`config.mk`:
```
export PLATFORM = sky130hd
export DESIGN_NAME = lc_transition_sequencer_flat
export DESIGN_NICKNAME = d
export VERILOG_FILES = /design/src/rtl/lc_transition_sequencer_pkg.sv /design/src/rtl/lc_transition_sequencer_if.sv /design/src/rtl/lc_dec_state_rep.sv /design/src/rtl/lc_transition_sequencer.sv /design/src/flat_wrapper.sv
export SDC_FILE = /design/constraint.sdc
export NUM_CORES = 1
export LEC_CHECK = 0
export BUFFER_PORTS_ARGS = -buffer_cell sky130_fd_sc_hd__buf_2
export CAP_MARGIN = 20
export CORE_UTILIZATION = 35
export CTS_BUF_LIST = sky130_fd_sc_hd__clkbuf_4
export DETAILED_ROUTE_END_ITERATION = 10
export PLACE_DENSITY = 0.59
export RECOVER_POWER = 25
export SLEW_MARGIN = 20
export SYNTH_ARGS = -nofsm -noshare
export SYNTH_HDL_FRONTEND = slang
export SYNTH_HIERARCHICAL = 1
export SYNTH_SLANG_ARGS = --single-unit
```
`constraint.sdc`:
```
create_clock -name clk_i -period 2.15 [get_ports clk_i]
set_clock_uncertainty 0.05 [all_clocks]
set_input_delay 0 -clock clk_i [delete_from_list [all_inputs] [get_ports clk_i]]
set_output_delay 0 -clock clk_i [all_outputs]
set_load 0.005 [all_outputs]
```
`src/rtl/lc_transition_sequencer_pkg.sv`:
```
// lc_ctrl_pkg: shared life-cycle widths, decoded state encodings and sequencer enums
package lc_ctrl_pkg;
  function automatic int vbits(int value);
    return (value <= 1) ? 1 : $clog2(value);
  endfunction
  localparam int NumLcStates = 21;
  localparam int DecLcStateWidth = vbits(NumLcStates);
  localparam int DecLcStateNumRep = 32 / DecLcStateWidth;
  localparam int ExtDecLcStateWidth = DecLcStateWidth * DecLcStateNumRep;
  typedef enum logic [DecLcStateWidth-1:0] {
    DecLcStRaw, DecLcStTestUnlocked0, DecLcStTestLocked0, DecLcStTestUnlocked1,
    DecLcStTestLocked1, DecLcStTestUnlocked2, DecLcStTestLocked2, DecLcStTestUnlocked3,
    DecLcStTestLocked3, DecLcStTestUnlocked4, DecLcStTestLocked4, DecLcStTestUnlocked5,
    DecLcStTestLocked5, DecLcStTestUnlocked6, DecLcStTestLocked6, DecLcStTestUnlocked7,
    DecLcStDev, DecLcStProd, DecLcStProdEnd, DecLcStRma, DecLcStScrap,
    DecLcStPostTrans, DecLcStEscalate, DecLcStInvalid
  } dec_lc_state_e;
  typedef logic [ExtDecLcStateWidth-1:0] ext_dec_lc_state_t;
  typedef enum logic [1:0] {ErrNone, ErrIllegal, ErrTimeout, ErrProg} lc_err_e;
  typedef enum logic [2:0] {StIdle, StCheck, StProg, StDone, StErr, StEsc} lc_seq_state_e;
endpackage

```
`src/rtl/lc_transition_sequencer_if.sv`:
```
// lc_transition_sequencer_if: request, programming and status signals of the transition sequencer
interface lc_transition_sequencer_if;
  import lc_ctrl_pkg::*;
  logic cur_state_valid_i;
  logic [DecLcStateWidth-1:0] cur_dec_state_i;
  logic escalate_i;
  logic trans_req_i;
  logic [DecLcStateWidth-1:0] trans_target_i;
  logic prog_req_o;
  logic [ExtDecLcStateWidth-1:0] prog_target_o;
  logic prog_ack_i;
  logic prog_err_i;
  logic trans_done_o;
  logic trans_err_o;
  logic [1:0] err_code_o;
  logic [DecLcStateWidth-1:0] dec_state_o;
  modport slave (
    input cur_state_valid_i, cur_dec_state_i, escalate_i, trans_req_i, trans_target_i,
    input prog_ack_i, prog_err_i,
    output prog_req_o, prog_target_o, trans_done_o, trans_err_o, err_code_o, dec_state_o
  );
  modport master (
    output cur_state_valid_i, cur_dec_state_i, escalate_i, trans_req_i, trans_target_i,
    output prog_ack_i, prog_err_i,
    input prog_req_o, prog_target_o, trans_done_o, trans_err_o, err_code_o, dec_state_o
  );
endinterface

```
`src/rtl/lc_dec_state_rep.sv`:
```
// lc_dec_state_rep: replicates one decoded state into every slot of the redundant form
module lc_dec_state_rep #(
  parameter int Width = 5,
  parameter int NumRep = 6
) (
  input  logic [Width-1:0]        state_i,
  output logic [Width*NumRep-1:0] state_o
);
  for (genvar k = 0; k < NumRep; k++) begin : g_rep
    assign state_o[k*Width +: Width] = state_i;
  end
endmodule

```
`src/rtl/lc_transition_sequencer.sv`:
```
// lc_transition_sequencer: checks and programs one life-cycle transition per power cycle
module lc_transition_sequencer
  import lc_ctrl_pkg::*;
#(
  parameter int TimeoutCycles = 16
) (
  input logic clk_i,
  input logic rst_i,
  lc_transition_sequencer_if.slave bus
);
  localparam int TimerW = vbits(TimeoutCycles);
  localparam logic [TimerW-1:0] TimerLast = TimerW'(TimeoutCycles - 1);
  localparam logic [DecLcStateWidth-1:0] MaxReal = DecLcStateWidth'(NumLcStates - 1);
  lc_seq_state_e state_q;
  logic [TimerW-1:0] timer_q;
  logic [DecLcStateWidth-1:0] target_q, cur_q;
  dec_lc_state_e dec_state_q;
  logic prog_req_q, done_q, err_q;
  lc_err_e err_code_q;
  ext_dec_lc_state_t prog_target_q, target_rep;
  logic cur_ok, legal;
  lc_dec_state_rep #(.Width(DecLcStateWidth), .NumRep(DecLcStateNumRep)) u_rep (
    .state_i(target_q),
    .state_o(target_rep)
  );
  assign cur_ok = bus.cur_state_valid_i && (bus.cur_dec_state_i <= MaxReal);
  assign legal = (cur_q <= MaxReal) && (target_q <= MaxReal) && (target_q > cur_q);
  assign bus.prog_req_o = prog_req_q;
  assign bus.prog_target_o = prog_target_q;
  assign bus.trans_done_o = done_q;
  assign bus.trans_err_o = err_q;
  assign bus.err_code_o = err_code_q;
  assign bus.dec_state_o = dec_state_q;
  // Sequencer FSM with registered outputs; escalation overrides every state, terminal states hold
  always_ff @(posedge clk_i) begin
    if (rst_i) begin
      state_q <= StIdle;
      timer_q <= '0;
      target_q <= '0;
      cur_q <= '0;
      dec_state_q <= DecLcStInvalid;
      prog_req_q <= 1'b0;
      prog_target_q <= '0;
      done_q <= 1'b0;
      err_q <= 1'b0;
      err_code_q <= ErrNone;
    end else if (bus.escalate_i) begin
      state_q <= StEsc;
      prog_req_q <= 1'b0;
      done_q <= 1'b0;
      err_q <= 1'b0;
      dec_state_q <= DecLcStEscalate;
    end else begin
      case (state_q)
        StIdle: begin
          dec_state_q <= cur_ok ? dec_lc_state_e'(bus.cur_dec_state_i) : DecLcStInvalid;
          if (bus.trans_req_i && bus.cur_state_valid_i) begin
            target_q <= bus.trans_target_i;
            cur_q <= bus.cur_dec_state_i;
            state_q <= StCheck;
          end
        end
        StCheck: begin
          state_q <= legal ? StProg : StErr;
          timer_q <= '0;
          prog_req_q <= legal;
          prog_target_q <= legal ? target_rep : prog_target_q;
          err_q <= !legal;
          err_code_q <= legal ? ErrNone : ErrIllegal;
          dec_state_q <= legal ? dec_state_q : DecLcStPostTrans;
        end
        StProg: begin
          if (bus.prog_ack_i || timer_q == TimerLast) begin
            prog_req_q <= 1'b0;
            dec_state_q <= DecLcStPostTrans;
            done_q <= bus.prog_ack_i && !bus.prog_err_i;
            err_q <= !(bus.prog_ack_i && !bus.prog_err_i);
            err_code_q <= !bus.prog_ack_i ? ErrTimeout : (bus.prog_err_i ? ErrProg : ErrNone);
            state_q <= (bus.prog_ack_i && !bus.prog_err_i) ? StDone : StErr;
          end else begin
            timer_q <= timer_q + 1'b1;
          end
        end
        default: begin
        end
      endcase
    end
  end
endmodule

```
`src/flat_wrapper.sv`:
```
// flat-port wrapper written by rule: the top's interface ports become plain ports
module lc_transition_sequencer_flat import lc_ctrl_pkg::*;
#(
  parameter int TimeoutCycles = 16
)
  (clk_i, rst_i, bus_cur_state_valid_i, bus_cur_dec_state_i, bus_escalate_i, bus_trans_req_i, bus_trans_target_i, bus_prog_ack_i, bus_prog_err_i, bus_prog_req_o, bus_prog_target_o, bus_trans_done_o, bus_trans_err_o, bus_err_code_o, bus_dec_state_o);
  lc_transition_sequencer_if bus_i ();
  input logic clk_i;
  input logic rst_i;
  input wire logic [$bits(bus_i.cur_state_valid_i)-1:0] bus_cur_state_valid_i;
  input wire logic [$bits(bus_i.cur_dec_state_i)-1:0] bus_cur_dec_state_i;
  input wire logic [$bits(bus_i.escalate_i)-1:0] bus_escalate_i;
  input wire logic [$bits(bus_i.trans_req_i)-1:0] bus_trans_req_i;
  input wire logic [$bits(bus_i.trans_target_i)-1:0] bus_trans_target_i;
  input wire logic [$bits(bus_i.prog_ack_i)-1:0] bus_prog_ack_i;
  input wire logic [$bits(bus_i.prog_err_i)-1:0] bus_prog_err_i;
  output wire logic [$bits(bus_i.prog_req_o)-1:0] bus_prog_req_o;
  output wire logic [$bits(bus_i.prog_target_o)-1:0] bus_prog_target_o;
  output wire logic [$bits(bus_i.trans_done_o)-1:0] bus_trans_done_o;
  output wire logic [$bits(bus_i.trans_err_o)-1:0] bus_trans_err_o;
  output wire logic [$bits(bus_i.err_code_o)-1:0] bus_err_code_o;
  output wire logic [$bits(bus_i.dec_state_o)-1:0] bus_dec_state_o;
  assign bus_i.cur_state_valid_i = bus_cur_state_valid_i;
  assign bus_i.cur_dec_state_i = bus_cur_dec_state_i;
  assign bus_i.escalate_i = bus_escalate_i;
  assign bus_i.trans_req_i = bus_trans_req_i;
  assign bus_i.trans_target_i = bus_trans_target_i;
  assign bus_i.prog_ack_i = bus_prog_ack_i;
  assign bus_i.prog_err_i = bus_prog_err_i;
  assign bus_prog_req_o = bus_i.prog_req_o;
  assign bus_prog_target_o = bus_i.prog_target_o;
  assign bus_trans_done_o = bus_i.trans_done_o;
  assign bus_trans_err_o = bus_i.trans_err_o;
  assign bus_err_code_o = bus_i.err_code_o;
  assign bus_dec_state_o = bus_i.dec_state_o;
  lc_transition_sequencer #(.TimeoutCycles(TimeoutCycles)) u_core (.clk_i(clk_i), .rst_i(rst_i), .bus(bus_i));
endmodule
```
==> results.cfg <==
[floorplanning]
die_height_um = 91.4
start_util = 0.362
core_um2 = 7730
io-pin-count = 57
die_w_um = 91.4
num_rows = 32
dieArea_um2 = 8350

[yosys]
avgSynthCellArea_um2 = 8.15
yosys.area.top_type = dfxtp_1
syn_area_um2 = 2800
ys_seq_area_frac = 0.408
synth-seq-cells = 57
yosysWarningCount = 6
synthCells = 343
synth-edff-count = 0
synth_flop_cell = dfxtp_1
syn-num-nets = 366
async_reset_ff_frac = 0
ys_types = 42
synth_top_area_frac = 0.408
synth_area_leaders = dfxtp_1, buf_4, a21oi_1

[critical_path]
r2r_cells = 8
crit_path_end_kind = flop
critPathMaxFanout = 5
critical_path_class = flop to flop
r2r_slack_ns = 0.16
critPathArrivalTime_ns = 2.28
worstPathRequired_ns = 2.44
start_kind = flop

[placement]
dpl.hpwl_mm = 4.33
io_buffers = 56
dp_slack_ns = 0.196
place.gp.congestion = 0.891

[sta]
finalCriticalPeriod_ns = 1.99
finalSetupViolations = 0
rsz0062_at_grt = false
holdWs_ns = 0.100
fin_crit_sh = 0.926
tightest_slew_ns = 0.539
worst_slack_ns = 0.159
fmax_mhz = 502
hold_violations = 0
slew_violations = 0
relSlewSlack = 0.641
setup_tns_ns = 0

[power_and_ir_drop]
p_leak_nw = 1.35
ir_drop_uv = 304
powerDensity_nw_per_um2 = 732
power_w = 0.00244

[run]
cap_violations = 0

[cells_and_area]
final_common_cell = dfxtp_1
filler_cell_count = 789
area_delta_synth_final_pct = 19.1
antenna-diode-count = 0
final_cell_mix = dfxtp_1, buf_2, a21oi_1
nets = 407
drive_gt1_frac = 0.226

[hold_path]
hold_class = input pin to flop
min_path_cells = 6

[cts]
clock_path_buffers = 2
cts_tree = built
cts-htree-levels = 3
cts.sinks = 57
ctsResizeCount = 0
cts_buffers = 9
clk_pin_slew_ns = 0.10
root_buffer = clkbuf_4
clk_latency_ns = 0.40

[routing]
routedWlPerCell_um = 13.7
avgViaCountPerCell = 5.09
ant_nets = 0
drtPass1Iterations = 5
drtIter0Drc = 137
wl_mm = 6.71
drc = 0
vias = 2497

[grt]
globalRouteOverflowTotal = 0
first_global_vias = 2271
grt_pass1_wl_mm = 11.1
antenna_found_initial = 0
track_usage = 0.169
grt_start_max_net_pins = 33

[outcome]
status = finished clean
[kinds of logic after synthesis]
group                    count (synthesis)  synth area share
buffers and inverters                   66             0.135
flip-flops                              57             0.408
AND/OR/NAND/NOR                         96             0.171
multiplexers                            13            0.0466
AO/OA/AOI/OAI                          102             0.203
XOR/XNOR                                 3           0.00940
adder cells (fa/ha/maj)                  6            0.0269
[power by group]
part | switching [W] | internal (W) | leakage [nW]
registers | 0.0000201 | 0.00107 | 0.461
logic | 0.000211 | 0.000131 | 0.795
clock network | 0.000408 | 0.000596 | 0.0940
[layout make-up]
cell class	count	area, um2	share of cell area
clock buffers	10	75.1	0.0225
clock inverters	6	106	0.0319
inverters	11	41.3	0.0124
multi-input cells	220	1280	0.384
flip-flops and latches	57	1140	0.343
well taps	102	128	0.0383
repair buffers	85	559	0.168
[metrics by stage]
stage                util  cells  cell area, um2
floorplan               -    343            2800
global placement    0.386    458            2980
detailed placement  0.386    458            2980
CTS                 0.432    491            3340
global route        0.431    491            3330
finish              0.431    491            3330
[synth_stat cells (2+ instances only)]
| master | number |
|---|---|
| a211oi_1 | 2 |
| a21oi_1 | 42 |
| a21oi_2 | 2 |
| a31oi_1 | 4 |
| buf_2 | 8 |
| buf_4 | 30 |
| clkbuf_1 | 15 |
| dfxtp_1 | 57 |
| ha_1 | 6 |
| inv_1 | 11 |
| mux2i_1 | 13 |
| nand2_1 | 11 |
| nand2b_1 | 2 |
| nand3_1 | 35 |
| nor2_1 | 25 |
| nor2_2 | 4 |
| nor2b_1 | 3 |
| nor3_1 | 5 |
| nor3b_1 | 2 |
| nor3b_2 | 2 |
| o211ai_1 | 2 |
| o21ai_0 | 7 |
| o21ai_1 | 32 |
| or2_1 | 3 |
| xnor2_1 | 3 |
[final timing paths]
| kind | start | end |
|---|---|---|
| max reg2reg | u_core/cur_q[3] | u_core/bus.dec_state_o[2] |
| min reg2reg | u_core/bus.err_code_o[1] | u_core/bus.err_code_o[1] |
| min | bus_trans_req_i | u_core/state_q[0] |
| max | u_core/cur_q[3] | u_core/bus.dec_state_o[2] |
[layer usage]
| metal | up-vias | GRT usage | wire length, um |
|---|---|---|---|
| met2 | 76 | 0.258 | 3200 |
| met4 | 0 | 0.0675 | 33 |
| met3 | 5 | 0.0586 | 346 |
| met1 | 1160 | 0.216 | 3140 |
| li1 | 1256 | - | - |
| met5 | - | 0 | 0 |
[sequential cells by signal, indices dropped and copies added (netlist names)]
register / cells
u_core/bus.prog_req_o: 1
u_core/bus.trans_err_o: 1
u_core/state_q: 3
u_core/cur_q: 5
u_core/target_q: 5
u_core/bus.trans_done_o: 1
u_core/bus.err_code_o: 2
u_core/timer_q: 4
u_core/bus.prog_target_o: 30
u_core/bus.dec_state_o: 5
[critical path: stages (launching register included)]
cell      delay, ns
dfxtp_1        0.38
inv_1          0.05
ha_1           0.31
nand4_1        0.14
o21bai_1       0.19
o211ai_1       0.11
buf_4          0.17
o21ai_2        0.31
mux2i_1        0.22
[what timing repair did]
| item | in CTS | in global routing |
|---|---|---|
| endpoints found under the hold margin | 27 | 0 |
| hold buffers | 17 | 0 |
| buffers inserted | 0 | 0 |
(Power assumes the default switching activity.)
